==> src/rtl/exception_control_unit_pkg.sv <==
// Shared definitions for the exception control unit: state encoding and
// architectural constants also used by the decoder.
package exception_control_unit_pkg;

    typedef enum logic [2:0] {
        StIdle     = 3'd0,
        StFlush    = 3'd1,
        StRedirect = 3'd2,
        StHandler  = 3'd3,
        StReturn   = 3'd4,
        StHalted   = 3'd5
    } ecu_state_e;

    localparam logic [31:0] HandlerAddrDefault = 32'h0000_0100;
    localparam logic [6:0]  NopOpcode          = 7'h00;
    localparam logic [6:0]  EretOpcode         = 7'h73;

endpackage

==> src/rtl/exception_control_unit_flush_counter.sv <==
// Loadable 4-bit down-counter that times the front-end drain before redirect.
module exc_flush_counter (
    input  logic       clk,
    input  logic       rst,
    input  logic       load,
    input  logic [3:0] load_val,
    input  logic       dec,
    output logic       zero
);
    logic [3:0] count_q;

    always_ff @(posedge clk or posedge rst) begin
        if (rst) begin
            count_q <= 4'd0;
        end else if (load) begin
            count_q <= load_val;
        end else if (dec && count_q != 4'd0) begin
            count_q <= count_q - 4'd1;
        end
    end

    assign zero = (count_q == 4'd0);
endmodule

==> src/rtl/exception_control_unit.sv <==
// Exception sequencer: captures EPC/cause, drains the front end, redirects to the
// handler, returns to EPC+4 on eret, and halts on a fault inside the handler.
module exception_control_unit
    import exception_control_unit_pkg::*;
#(
    parameter logic [31:0] HANDLER_ADDR = HandlerAddrDefault,
    parameter int unsigned FLUSH_CYCLES = 2,
    parameter int unsigned CNT_WIDTH    = 8
) (
    input  logic                 clk,
    input  logic                 rst,
    input  logic                 excep_flag,
    input  logic [31:0]          ID_PC,
    input  logic [6:0]           ID_opcode,
    input  logic                 eret,
    output logic [31:0]          EPC,
    output logic [6:0]           cause,
    output logic                 pc_redirect,
    output logic [31:0]          redirect_addr,
    output logic                 IF_FLUSH,
    output logic                 pipe_stall,
    output logic                 in_handler,
    output logic                 double_fault,
    output logic [CNT_WIDTH-1:0] excep_count
);
    localparam logic [3:0] FlushLoad = 4'(FLUSH_CYCLES - 1);

    ecu_state_e state_q, state_d;
    logic       accept;
    logic       flush_zero;

    assign accept = (state_q == StIdle) && excep_flag;

    exc_flush_counter u_flush_counter (
        .clk      (clk),
        .rst      (rst),
        .load     (accept),
        .load_val (FlushLoad),
        .dec      (state_q == StFlush),
        .zero     (flush_zero)
    );

    always_ff @(posedge clk or posedge rst) begin
        if (rst) begin
            state_q <= StIdle;
        end else begin
            state_q <= state_d;
        end
    end

    always_comb begin
        state_d = state_q;
        unique case (state_q)
            StIdle:     if (excep_flag) state_d = StFlush;
            StFlush:    if (flush_zero) state_d = StRedirect;
            StRedirect: state_d = StHandler;
            // A fault inside the handler wins over a simultaneous eret.
            StHandler: begin
                if (excep_flag) begin
                    state_d = StHalted;
                end else if (eret) begin
                    state_d = StReturn;
                end
            end
            StReturn:   state_d = StIdle;
            StHalted:   state_d = StHalted;
            default:    state_d = StIdle;
        endcase
    end

    always_ff @(posedge clk or posedge rst) begin
        if (rst) begin
            EPC         <= 32'd0;
            cause       <= NopOpcode;
            excep_count <= '0;
        end else if (accept) begin
            EPC   <= ID_PC;
            cause <= ID_opcode;
            if (excep_count != '1) begin
                excep_count <= excep_count + CNT_WIDTH'(1);
            end
        end
    end

    always_comb begin
        pc_redirect   = 1'b0;
        redirect_addr = 32'd0;
        IF_FLUSH      = 1'b0;
        pipe_stall    = 1'b0;
        in_handler    = 1'b0;
        double_fault  = 1'b0;
        unique case (state_q)
            StFlush: begin
                IF_FLUSH   = 1'b1;
                pipe_stall = 1'b1;
            end
            StRedirect: begin
                pc_redirect   = 1'b1;
                redirect_addr = HANDLER_ADDR;
                IF_FLUSH      = 1'b1;
            end
            StHandler: in_handler = 1'b1;
            StReturn: begin
                pc_redirect   = 1'b1;
                redirect_addr = EPC + 32'd4;
                IF_FLUSH      = 1'b1;
                in_handler    = 1'b1;
            end
            StHalted: begin
                IF_FLUSH     = 1'b1;
                pipe_stall   = 1'b1;
                double_fault = 1'b1;
            end
            default: ;
        endcase
    end
endmodule

==> config.mk <==
export PLATFORM = sky130hd
export DESIGN_NAME = exception_control_unit
export DESIGN_NICKNAME = d
export VERILOG_FILES = /design/src/rtl/exception_control_unit_pkg.sv /design/src/rtl/exception_control_unit_flush_counter.sv /design/src/rtl/exception_control_unit.sv
export SDC_FILE = /design/constraint.sdc
export NUM_CORES = 1
export LEC_CHECK = 0
export ABC_CLOCK_PERIOD_IN_PS = 4310
export CAP_MARGIN = 20
export CORE_ASPECT_RATIO = 1.2
export CORE_MARGIN = 1
export CORE_UTILIZATION = 48
export CTS_BUF_LIST = sky130_fd_sc_hd__clkbuf_4
export DETAILED_ROUTE_END_ITERATION = 12
export GPL_TIMING_DRIVEN = 0
export MAX_ROUTING_LAYER = met4
export PLACE_DENSITY = 0.95
export SKIP_CTS_REPAIR_TIMING = 1
export SLEW_MARGIN = 5
export SYNTH_ARGS = -nofsm -noshare
export SYNTH_HDL_FRONTEND = slang
export SYNTH_SLANG_ARGS = --single-unit
export TNS_END_PERCENT = 20
==> constraint.sdc <==
create_clock -name clk -period 4.31 [get_ports clk]
set_clock_uncertainty 0.1 [all_clocks]
set_input_delay 0.862 -clock clk [delete_from_list [all_inputs] [get_ports clk]]
set_output_delay 0.862 -clock clk [all_outputs]
set_load 0.01 [all_outputs]
==> results.cfg <==
[cells_and_area]
fill_cells = 431
nets = 478
synthToLayoutAreaGrowth_pct = 47.1
postLayoutCellArea_sq_mm = 0.00450
diodes = 0
multiInputGateArea_sq_mm = 0.00160
drive_gt1_share_pct = 15.5
ff_latch_area_sq_mm = 0.00135

[global_route]
grt_pass1_vias = 2732
grt_overflow = 0
antenna_found_initial = 0
grt_max_degree = 38
grt_pass1_wl_um = 12900
grt_usage_pct = 26.0

[clock_network]
clkSinkCount = 54
worstSkewPairLatency_ns = 0.38
cts-root-buf = clkbuf_4
htreeDepth = 2
clk_pin_slew_worst_paths_ns = 0.16
cts_buffer_depth = 2
cts_tree = yes
cts_buffers = 5

[sta]
rsz0062_at_grt = false
fin_crit_ns = 3.86
worstMarginPinSlew_ns = 0.812
max_freq_ghz = 0.259
finalHoldViolations = 0
finalCritPeriodShare_pct = 89.4
slew_viol_final = 0
tns_ns = 0
finalSetupViolCount = 0
slew_headroom_pct = 45.7

[synthesis]
syn-num-nets = 344
syn-instance-count = 297
synth-seq-area-share_pct = 44.2
netlist_area_sq_mm = 0.00306
synth_cell_types = 41
syn_area_per_cell_sq_um = 10.3
synth_seq_cells = 54
ys.warnings.count = 0

[route]
routed_via_density = 5.58
post_drt_wl_per_cell_um = 16.4
routed_wl_um = 8420
drt_iter0_markers = 100
drcViolationCount = 0
first_pass_iters = 4
vias = 2870
antenna_left = 0

[place]
numPortBuffers = 126
gp_congestion = 0.794
dp_hpwl_um = 6420
placed_cell_area_sq_mm = 0.00444

[critical_path]
cp_cell_sequence = ha_1, and3_1, clkbuf_2, nand3_1, or4_1, a21oi_1, clkdlybuf4s50_1
cp_data_arrival_time_ns = 2.89
slowest_stage = clkdlybuf4s50_1
cpPeakStageDelay_ns = 0.60
end_kind = primary output
worstSetupStartpointType = register
required_ns = 3.35
path_max_fanout = 7
critical_path_class = register to primary output

[power]
leakagePower_nw = 1.77
peakVddDrop_mv = 0.423
power.density_mw_per_mm2 = 641

[run]
max-cap-violations = 0

[outcome]
status = completed

[worst_hold_path]
hold_path_class = register to register

[die]
die_area_sq_mm = 0.00670
die_h_um = 89.5
io-pin-count = 127
initial_core_util_pct = 50.3
die_x_um = 74.9
rows = 31
core-area_sq_mm = 0.00609
==> where the power goes <==
| group | switching, mW | internal, mW | leakage (nW) |
|---|---|---|---|
| logic | 0.658 | 0.924 | 1.09 |
| registers | 0.323 | 0.746 | 0.652 |
| clock network | 0.171 | 0.0642 | 0.0292 |
| total | 1.15 | 1.73 | 1.77 |
==> layer usage <==
layer  up-vias  GRT usage, %  wire, um
li1       1342             -         -
met1      1376          30.7      3330
met2       133          42.8      4290
met3        19          6.54       608
met4         0          9.09       193
met5         -             -         0
==> worst max-delay path: cells and delay by family, from the launching register on <==
kind,cells,cell delay [ns]
AOI/OAI and AO/OA,1,0.19
DFF,1,0.51
and+or+nand+nor,3,0.79
buffers and inverters,2,0.78
adders and majority gates,1,0.24
==> per-stage QoR <==
stage                     hold WS [ns]  utilization (%)  worst slack, ns  power (mW)  instances
after floorplan                  0.398                -             1.56        1.85        297
after detailed placement         0.393             73.0            0.953        2.66        506
after global routing             0.434             73.9            0.277        3.08        514
after CTS                        0.418             73.9            0.478        2.90        514
after global placement           0.380             72.7             1.01        2.58        505
final                            0.414             73.9            0.455        2.89        514
==> synth_stat cells (all sizes together) <==
cell | count | area (sq um)
nor2b | 2 | 12.5
o22ai | 1 | 6.26
or2 | 2 | 12.5
nor4 | 2 | 12.5
inv | 6 | 22.5
and3 | 3 | 18.8
and2 | 6 | 37.5
nor2 | 28 | 105
nand2b | 3 | 18.8
nand4 | 9 | 56.3
or3 | 2 | 12.5
o32a | 1 | 10.0
dfrtp | 54 | 1350
nor4b | 1 | 23.8
o31ai | 10 | 75.1
xnor2 | 11 | 96.3
a211oi | 1 | 7.51
xor2 | 15 | 131
mux2 | 40 | 450
o211ai | 1 | 7.51
nor3b | 2 | 15.0
and4 | 6 | 55.1
clkbuf | 5 | 20.0
or4 | 10 | 75.1
a41o | 2 | 20.0
a21oi | 13 | 65.1
a31oi | 3 | 18.8
nand2 | 17 | 71.3
nor3 | 5 | 25.0
nand3 | 16 | 80.1
or3b | 1 | 8.76
o21ai | 3 | 18.8
buf | 12 | 68.8
ha | 4 | 50.1
==> final timing paths <==
path                           startpoint                 to  slack [ns]  cells after the start
max                                EPC[2]  redirect_addr[30]        0.45                      7
min                        excep_count[5]     excep_count[5]        0.41                      1
max reg2reg                    state_q[2]            EPC[19]        2.20                      4
min reg2reg                excep_count[5]     excep_count[5]        0.41                      1
max in group asynchronous             rst            EPC[22]        2.91                      3
min in group asynchronous             rst             EPC[6]        0.66                      2
==> logic make-up after synthesis <==
family / Yosys count / share of synthesized area, %
adder cells (fa/ha/maj): 4 / 1.64
AO/OA/AOI/OAI: 35 / 7.48
XOR/XNOR: 26 / 7.44
buffers and inverters: 23 / 3.64
AND/OR/NAND/NOR: 115 / 20.9
multiplexers: 40 / 14.7
flip-flops: 54 / 44.2
==> registers in the layout, summed over array words and instances (netlist names) <==
register                 cells
EPC                         32
excep_count                  8
cause                        7
state_q                      3
u_flush_counter.count_q      4
==> layout by cell type (no fill, tap or decap), types with 11 or more instances in the layout <==
cell             synthesis  routed
clkdlybuf4s50_1          0     126
dfrtp_1                 54      54
mux2_2                  40      40
nor2_1                  28      28
nand2_1                 16      16
nand3_1                 16      16
xor2_1                  15      15
a21oi_1                 13      13
xnor2_1                 11      11
==> layout make-up <==
type                    instances  share of cell area (%)
multi-input cells             220                    35.5
flip-flops and latches         54                    30.0
repair buffers                127                    28.5
well taps                      82                    2.28
plain buffers                  17                    1.97
clock buffers                   5                   0.834
inverters                       6                   0.500
clock inverters                 3                   0.445
Note: power is estimated with default switching activity, not from simulation.
